==> src/rtl/out_port_arbiter.sv <==
// Output-port arbiter: a round-robin token picks which routing unit may load
// the single slot register; the slot drains into the downstream FIFO/link
// whenever that is not full.

// Per-requester view of the token: full flag and protocol-violation detect.
module out_port_arbiter_lane #(
  parameter int IDX_W = 2,
  parameter int LANE  = 0
) (
  input  logic [IDX_W-1:0] tok,
  input  logic             slot_free,
  input  logic             req,
  output logic             full,
  output logic             viol
);
  // full is built only from tok and slot_free so routing units can derive
  // req from it combinationally without creating a loop.
  assign full = !((tok == IDX_W'(LANE)) && slot_free);
  assign viol = req && full;
endmodule

module out_port_arbiter #(
  parameter int DATA_W  = 64,
  parameter int NUM_REQ = 4,
  parameter int CNT_W   = 16,
  localparam int IDX_W  = (NUM_REQ > 1) ? $clog2(NUM_REQ) : 1
) (
  input  logic                        clk,
  input  logic                        reset_n,
  input  logic [NUM_REQ-1:0]          req,
  input  logic [NUM_REQ*DATA_W-1:0]   in_packets,
  output logic [NUM_REQ-1:0]          full_out,
  input  logic                        down_full,
  output logic [DATA_W-1:0]           out_packet,
  output logic                        out_wr_en,
  output logic [IDX_W-1:0]            grant_idx,
  output logic [CNT_W-1:0]            pkt_count,
  output logic                        proto_err
);
  typedef enum logic {EMPTY = 1'b0, FULL = 1'b1} slot_st_e;

  slot_st_e              st_q, st_d;
  logic [IDX_W-1:0]      tok;
  logic [DATA_W-1:0]     slot;
  logic [DATA_W-1:0]     pkt_arr [NUM_REQ];
  logic [NUM_REQ-1:0]    viol;
  logic                  slot_valid, slot_free, accept, drain;

  assign slot_valid = (st_q == FULL);
  // A drain frees the slot in the same cycle, so back-to-back accepts are allowed.
  assign slot_free  = !slot_valid || !down_full;
  assign drain      = slot_valid && !down_full;
  assign accept     = req[tok] && slot_free;

  assign out_wr_en  = drain;
  assign out_packet = slot;
  assign grant_idx  = tok;

  genvar i;
  generate
    for (i = 0; i < NUM_REQ; i++) begin : g_lane
      assign pkt_arr[i] = in_packets[i*DATA_W +: DATA_W];
      out_port_arbiter_lane #(.IDX_W(IDX_W), .LANE(i)) u_lane (
        .tok       (tok),
        .slot_free (slot_free),
        .req       (req[i]),
        .full      (full_out[i]),
        .viol      (viol[i])
      );
    end
  endgenerate

  // Slot occupancy next state: fills on accept, empties on a drain with no refill.
  always_comb begin
    st_d = st_q;
    case (st_q)
      EMPTY:   if (accept) st_d = FULL;
      FULL:    if (drain && !accept) st_d = EMPTY;
      default: st_d = EMPTY;
    endcase
  end

  // Slot state register and packet capture; reset drops any buffered packet.
  always_ff @(posedge clk or negedge reset_n) begin
    if (!reset_n) begin
      st_q <= EMPTY;
      slot <= '0;
    end else begin
      st_q <= st_d;
      if (accept) slot <= pkt_arr[tok];
    end
  end

  // Token rotates every cycle the slot can take a packet, used or not.
  always_ff @(posedge clk or negedge reset_n) begin
    if (!reset_n) begin
      tok <= '0;
    end else if (slot_free) begin
      tok <= (tok == IDX_W'(NUM_REQ-1)) ? '0 : tok + IDX_W'(1);
    end
  end

  // Forwarded-packet counter (wraps) and sticky protocol-error flag.
  always_ff @(posedge clk or negedge reset_n) begin
    if (!reset_n) begin
      pkt_count <= '0;
      proto_err <= 1'b0;
    end else begin
      if (drain) pkt_count <= pkt_count + CNT_W'(1);
      if (|viol) proto_err <= 1'b1;
    end
  end
endmodule

==> config.mk <==
export PLATFORM = sky130hd
export DESIGN_NAME = out_port_arbiter
export DESIGN_NICKNAME = d
export VERILOG_FILES = /design/src/rtl/out_port_arbiter.sv
export SDC_FILE = /design/constraint.sdc
export NUM_CORES = 1
export LEC_CHECK = 0
export CAP_MARGIN = 20
export CORE_MARGIN = 4
export CORE_UTILIZATION = 25
export DETAILED_ROUTE_END_ITERATION = 12
export GPL_ROUTABILITY_DRIVEN = 0
export PLACE_DENSITY = 0.67
export RECOVER_POWER = 100
export SLEW_MARGIN = 20
export SYNTH_ARGS = -nofsm -noshare
export SYNTH_HDL_FRONTEND = slang
export SYNTH_SLANG_ARGS = --single-unit
==> constraint.sdc <==
create_clock -name clk -period 1.93 [get_ports clk]
set_input_delay 0.193 -clock clk [delete_from_list [all_inputs] [get_ports clk]]
set_output_delay 0.193 -clock clk [all_outputs]
set_load 0.01 [all_outputs]
# Word-level counts from Yosys, hierarchy flattened
# Index checks and enable logic that the tools add are counted.
[word_totals]
ff_bits = 84
inputBits = 263
out_inout_bits = 88
wordCells = 44
[classes]
add_sub_neg = 2
n_lt_le_gt_ge = 2
eq_ne = 3
n_mux = 9
n_bitwise = 2
n_reduce_logical = 21
[ops]
columns = ["cell", "count"]
rows = [
  ["$bmux W64 S2", 1],
  ["$mux W64", 2],
  ["$add A16 B1 Y16 const B", 1],
  ["$logic_and A1 B1 Y1", 11],
  ["$logic_not A1 Y1", 7],
  ["$eq A2 B2 Y1 const B", 2],
  ["$reduce_or A4 Y1", 1],
  ["$ge A3 B3 Y1 const B", 1],
  ["$lt A2 B3 Y1 const B", 1],
  ["$mux W1", 3],
  ["$not A2 Y3", 1],
  ["$add A2 B1 Y2 const B", 1],
  ["$bmux W1 S2", 1],
  ["$eq A2 B1 Y1 const B", 1],
  ["$logic_not A2 Y1", 1],
  ["$mux W2", 1],
  ["$pmux W1 S2", 1],
  ["$logic_or A1 B1 Y1", 1],
  ["$not A1 Y1", 1],
]

# Logic depth before layout (Yosys ltp)
[depth]
ltp_word = 7
depth_mapped = 7
ltp_nobuf = 5

# Modules after synthesis
# A second synthesis with hierarchy kept.
[unflattened]
cells_unflattened = 295
area_unflattened_um2 = 5262.5
[by_module_without_submodules]
columns = ["mod", "n_inst", "cells_each", "area_per_inst_um2", "seq_area_each_um2"]
rows = [
  ["out_port_arbiter", 1, 286, 5178.7, 2102.0],
  ["out_port_arbiter_lane at g_lane[1].u_lane ...", 2, 2, 26.3, 0.0],
  ["out_port_arbiter_lane at g_lane[3].u_lane", 1, 2, 16.3, 0.0],
  ["out_port_arbiter_lane at g_lane[0].u_lane", 1, 3, 15.0, 0.0],
]

# Least setup slack after synthesis
# No wires, ideal clock.
[synth_timing]
path_kind = "register to register"
from = "register tok[0], in the netlist grant_idx[0]"
to = "register slot[0], in the netlist out_packet[0]"
setup_ns = 0.125
t_arrival_ns = 1.686
required_ns = 1.805
slack_ns = 0.119
path_stages_with_launch = 5
path_buffers = 1
synth_period_minus_slack_ns = 1.811
path_cell_list = "dfrtp_1 mux4_2 nand2_8 buf_12 mux2_4"
[synth_between]
elab_chain_len = 4
word_cells_on_any_way = 7
cone_classes = "5 x mux; 1 x bitwise; 1 x reduce/logical"
[synth_rtl]
columns = ["element", "line", "source"]
rows = [
  ["start, declared", "43", "logic [IDX_W-1:0] tok;"],
  ["start signal, assigned", "99", "tok <= (tok == IDX_W'(NUM_REQ-1)) ? '0 : tok + IDX_W'(1);"],
  ["$not A2 Y3 (implied by the code)", "90", "if (accept) slot <= pkt_arr[tok];"],
  ["$bmux W64 S2", "90", ""],
  ["$mux W64 (implied by the code) (2 in series)", "90", ""],
  ["end signal, assigned", "90", ""],
  ["end, declared", "44", "logic [DATA_W-1:0] slot;"],
]
# Parallel ways exist; a longest one is shown, timed or not. The select of a mux whose other input is x is not followed.
# A chain may end at the register's enable or synchronous reset.

# Final worst setup path
[layout_timing]
from = "register tok[0], in the netlist grant_idx[0]"
to = "register slot[45], in the netlist out_packet[45]"
# The elaborated chain is that of the path after synthesis.

==> impl_metrics.env <==
export IMPL_start_kind="flop"
export IMPL_finalClockSkew_ps=8.37
export IMPL_hold_viol_final=0
export IMPL_grt_pass1_vias=4907
export IMPL_netlist_top_cells_area="dfrtp_1 40%, mux4_2 28%, mux2_4 17%"
export IMPL_synth_cells=307
export IMPL_drc_errors=0
export IMPL_dp_final_hpwl_mm=14.9
export IMPL_synth_xor_area_share_pct=2.51
export IMPL_clk_path_buf_depth=2
export IMPL_p_leak_nw=3.82
export IMPL_portBuffers=350
export IMPL_nNetsFinal=938
export IMPL_synth_common_cells="84 x dfrtp_1, 65 x mux4_2, 60 x mux2_4, 14 x nand2_1, 8 x xnor2_1"
export IMPL_grt_pass1_wl_mm=27.9
export IMPL_p_int_w=0.00827
export IMPL_synth_cell_types=33
export IMPL_cp_top_family="multiplexers"
export IMPL_drt_iter0_drc=153
export IMPL_synth_compound_area_share_pct=0.765
export IMPL_worstHoldPathType="reg -> reg"
export IMPL_timing_final_crit_period_ps=1850
export IMPL_die_area_um2=23300
export IMPL_grt_ovfl_total=0
export IMPL_yosys_area_top_type="dfrtp_1"
export IMPL_final_util_pct=45.8
export IMPL_yosysMostFrequentCell="dfrtp_1"
export IMPL_fin_tns_setup_ps=0
export IMPL_initial_core_util_pct=25.6
export IMPL_h_tree_depth=3
export IMPL_slowest_stage="mux4_2"
export IMPL_switching_power_w=0.00401
export IMPL_area_growth_pct=79.0
export IMPL_yosys_area_share_simple_pct=3.80
export IMPL_synth_area_um2=5230
export IMPL_synth_top_area_share_pct=40.2
export IMPL_ys_flop_type="dfrtp_1"
export IMPL_grtUsageTotal_pct=15.0
export IMPL_cts_tree="built"
export IMPL_fp_dieW_um=153
export IMPL_synth_top_family_by_area="multiplexers"
export IMPL_ys_seq_elements=84
export IMPL_clock_sinks=84
export IMPL_antenna_found_initial=0
export IMPL_firstDrtPassIters=4
export IMPL_seq_area_frac_synth_pct=40.2
export IMPL_power_density_nw_per_um2=1310
export IMPL_num_vias=4280
export IMPL_grt_max_degree=50
export IMPL_ios=351
export IMPL_rsz0062_at_grt="no"
export IMPL_final_setup_viol_count=0
export IMPL_combPwrFrac_pct=59.4
export IMPL_arrival_ps=2070
export IMPL_swShare_pct=32.7
export IMPL_coreArea_um2=20400
export IMPL_outcome="completed"
export IMPL_cp_max_fo=22
export IMPL_synth_fp_nets=575
export IMPL_critical_path_cell_chain="mux4_2 -> nand2_8 -> buf_12 -> mux2_1"
export IMPL_viasPerCell=4.53
export IMPL_clock_latency_ps=330
export IMPL_seqPwrFrac_pct=25.4
export IMPL_tightest_slew_ps=892
export IMPL_syn_avg_cell_area_um2=17.0
export IMPL_ir_drop_v=0.000453
export IMPL_end_kind="flop"
export IMPL_antenna_cells_inserted=0
export IMPL_drv_cap=0
export IMPL_cts_clk_slew_worst_paths_ps=60
export IMPL_row_count=52
export IMPL_drtAntennaViolNets=0
export IMPL_wl_mm=17.9
export IMPL_layout_drive_gt1_share_pct=23.3
export IMPL_synth_fa_ha_area_share_pct=1.20
export IMPL_synthMuxAreaShare_pct=46.3
export IMPL_path_class="reg -> reg"
export IMPL_fillCellCount=1834
export IMPL_worstPathRequired_ps=2150
export IMPL_cts_root_buf="clkbuf_16"
export IMPL_cp_buffers_inverters=1
export IMPL_die_h_um=153
export IMPL_drv_slew=0
export IMPL_wl_per_cell_um=18.9
export IMPL_crit_path_max_incr_delay_ps=580
export IMPL_synth_edf_count=0
export IMPL_synthArstFlopShare_pct=100
export IMPL_relSlewSlack_pct=40.5
export IMPL_clockPowerShare_pct=15.2
export IMPL_fin_crit_sh_pct=96.0
export IMPL_cts_inserted_buffers=9
export IMPL_clock_fmax_ghz=0.540
export IMPL_yosys_warnings=0
## area by class of cell
class | instances | area, um^2 | share of cell area, %
tap | 270 | 338 | 3.61
multi-input combinational | 192 | 2800 | 29.9
clock buffer | 11 | 243 | 2.59
inverter | 6 | 22.5 | 0.241
timing repair buffer | 377 | 3770 | 40.3
sequential | 84 | 2110 | 22.5
clock inverter | 5 | 85.1 | 0.909
## power by group through the flow
stage	clock network (W)	registers (W)	logic, W
finish	0.00186	0.00312	0.00730
global route	0.00200	0.00324	0.00782
CTS	0.00192	0.00317	0.00802
detailed placement	0	0.00318	0.00796
global placement	0	0.00316	0.00782
floorplan	0	0.00343	0.00459
## layer usage
layer | global-route usage, % | wire, um
met4 | 3.73 | 263
met5 | 0 | 0
met2 | 26.9 | 9460
met3 | 4.29 | 1250
met1 | 17.7 | 6920
## registers in the layout, summed over array words and instances (netlist names)
register	flops
out_packet	64
pkt_count	16
grant_idx	2
proto_err	1
slot_valid	1
## logic make-up (layout without fill, tap and decap cells)
kind of cell,Yosys count,in the layout
XOR/XNOR,15,15
multiplexers,130,130
adder cells (fa/ha/maj),5,5
buffers and inverters,31,399
flip-flops,84,84
AO/OA/AOI/OAI,6,6
AND/OR/NAND/NOR,36,36
## through the flow
| step | setup slack [ps] | instance area [um^2] | hold WS, ps | cells | total power, W |
|---|---|---|---|---|---|
| floorplan | 119 | 5230 | -103 | 307 | 0.00802 |
| global placement | -79.6 | 9080 | 65.4 | 926 | 0.0110 |
| detailed placement | -130 | 9080 | 70.2 | 926 | 0.0111 |
| CTS | 18.2 | 9440 | 260 | 946 | 0.0131 |
| global route | 15.5 | 9360 | 502 | 945 | 0.0131 |
| finish | 78.1 | 9360 | 465 | 945 | 0.0123 |
## path summary, 6_finish.rpt
kind / start / end / slack, ps / cells after the start
worst max register to register: grant_idx[0] / out_packet[45] / 80 / 4
worst max-delay path: grant_idx[0] / out_packet[45] / 80 / 4
min in group asynchronous: reset_n / pkt_count[6] / 510 / 2
worst min register to register: pkt_count[15] / pkt_count[15] / 470 / 1
worst min-delay path: pkt_count[15] / pkt_count[15] / 470 / 1
max in group asynchronous: reset_n / grant_idx[0] / 560 / 3
## placed cells by master, fill, tap and decap left out, drive strengths merged, types with 2 or more instances in the layout
cell type        n
dlygate4sd2      5
and4             2
xor2             7
nand3            3
nor2             4
nand4            3
dfrtp           84
bufinv           2
inv              6
buf             19
dlygate4sd3     83
o21ai            2
xnor2            8
nor3             2
clkbuf          19
ha               5
mux4            65
nand2           16
mux2            65
and3             2
clkinv           2
clkdlybuf4s50  262
## timing repair
action,in CTS,in global routing
hold buffers,1,0
pin swaps,0,0
setup endpoints to repair,5,21
resized for setup,6,2
setup buffers,3,0
endpoints found under the hold margin,13,0
(Power assumes the default switching activity.)
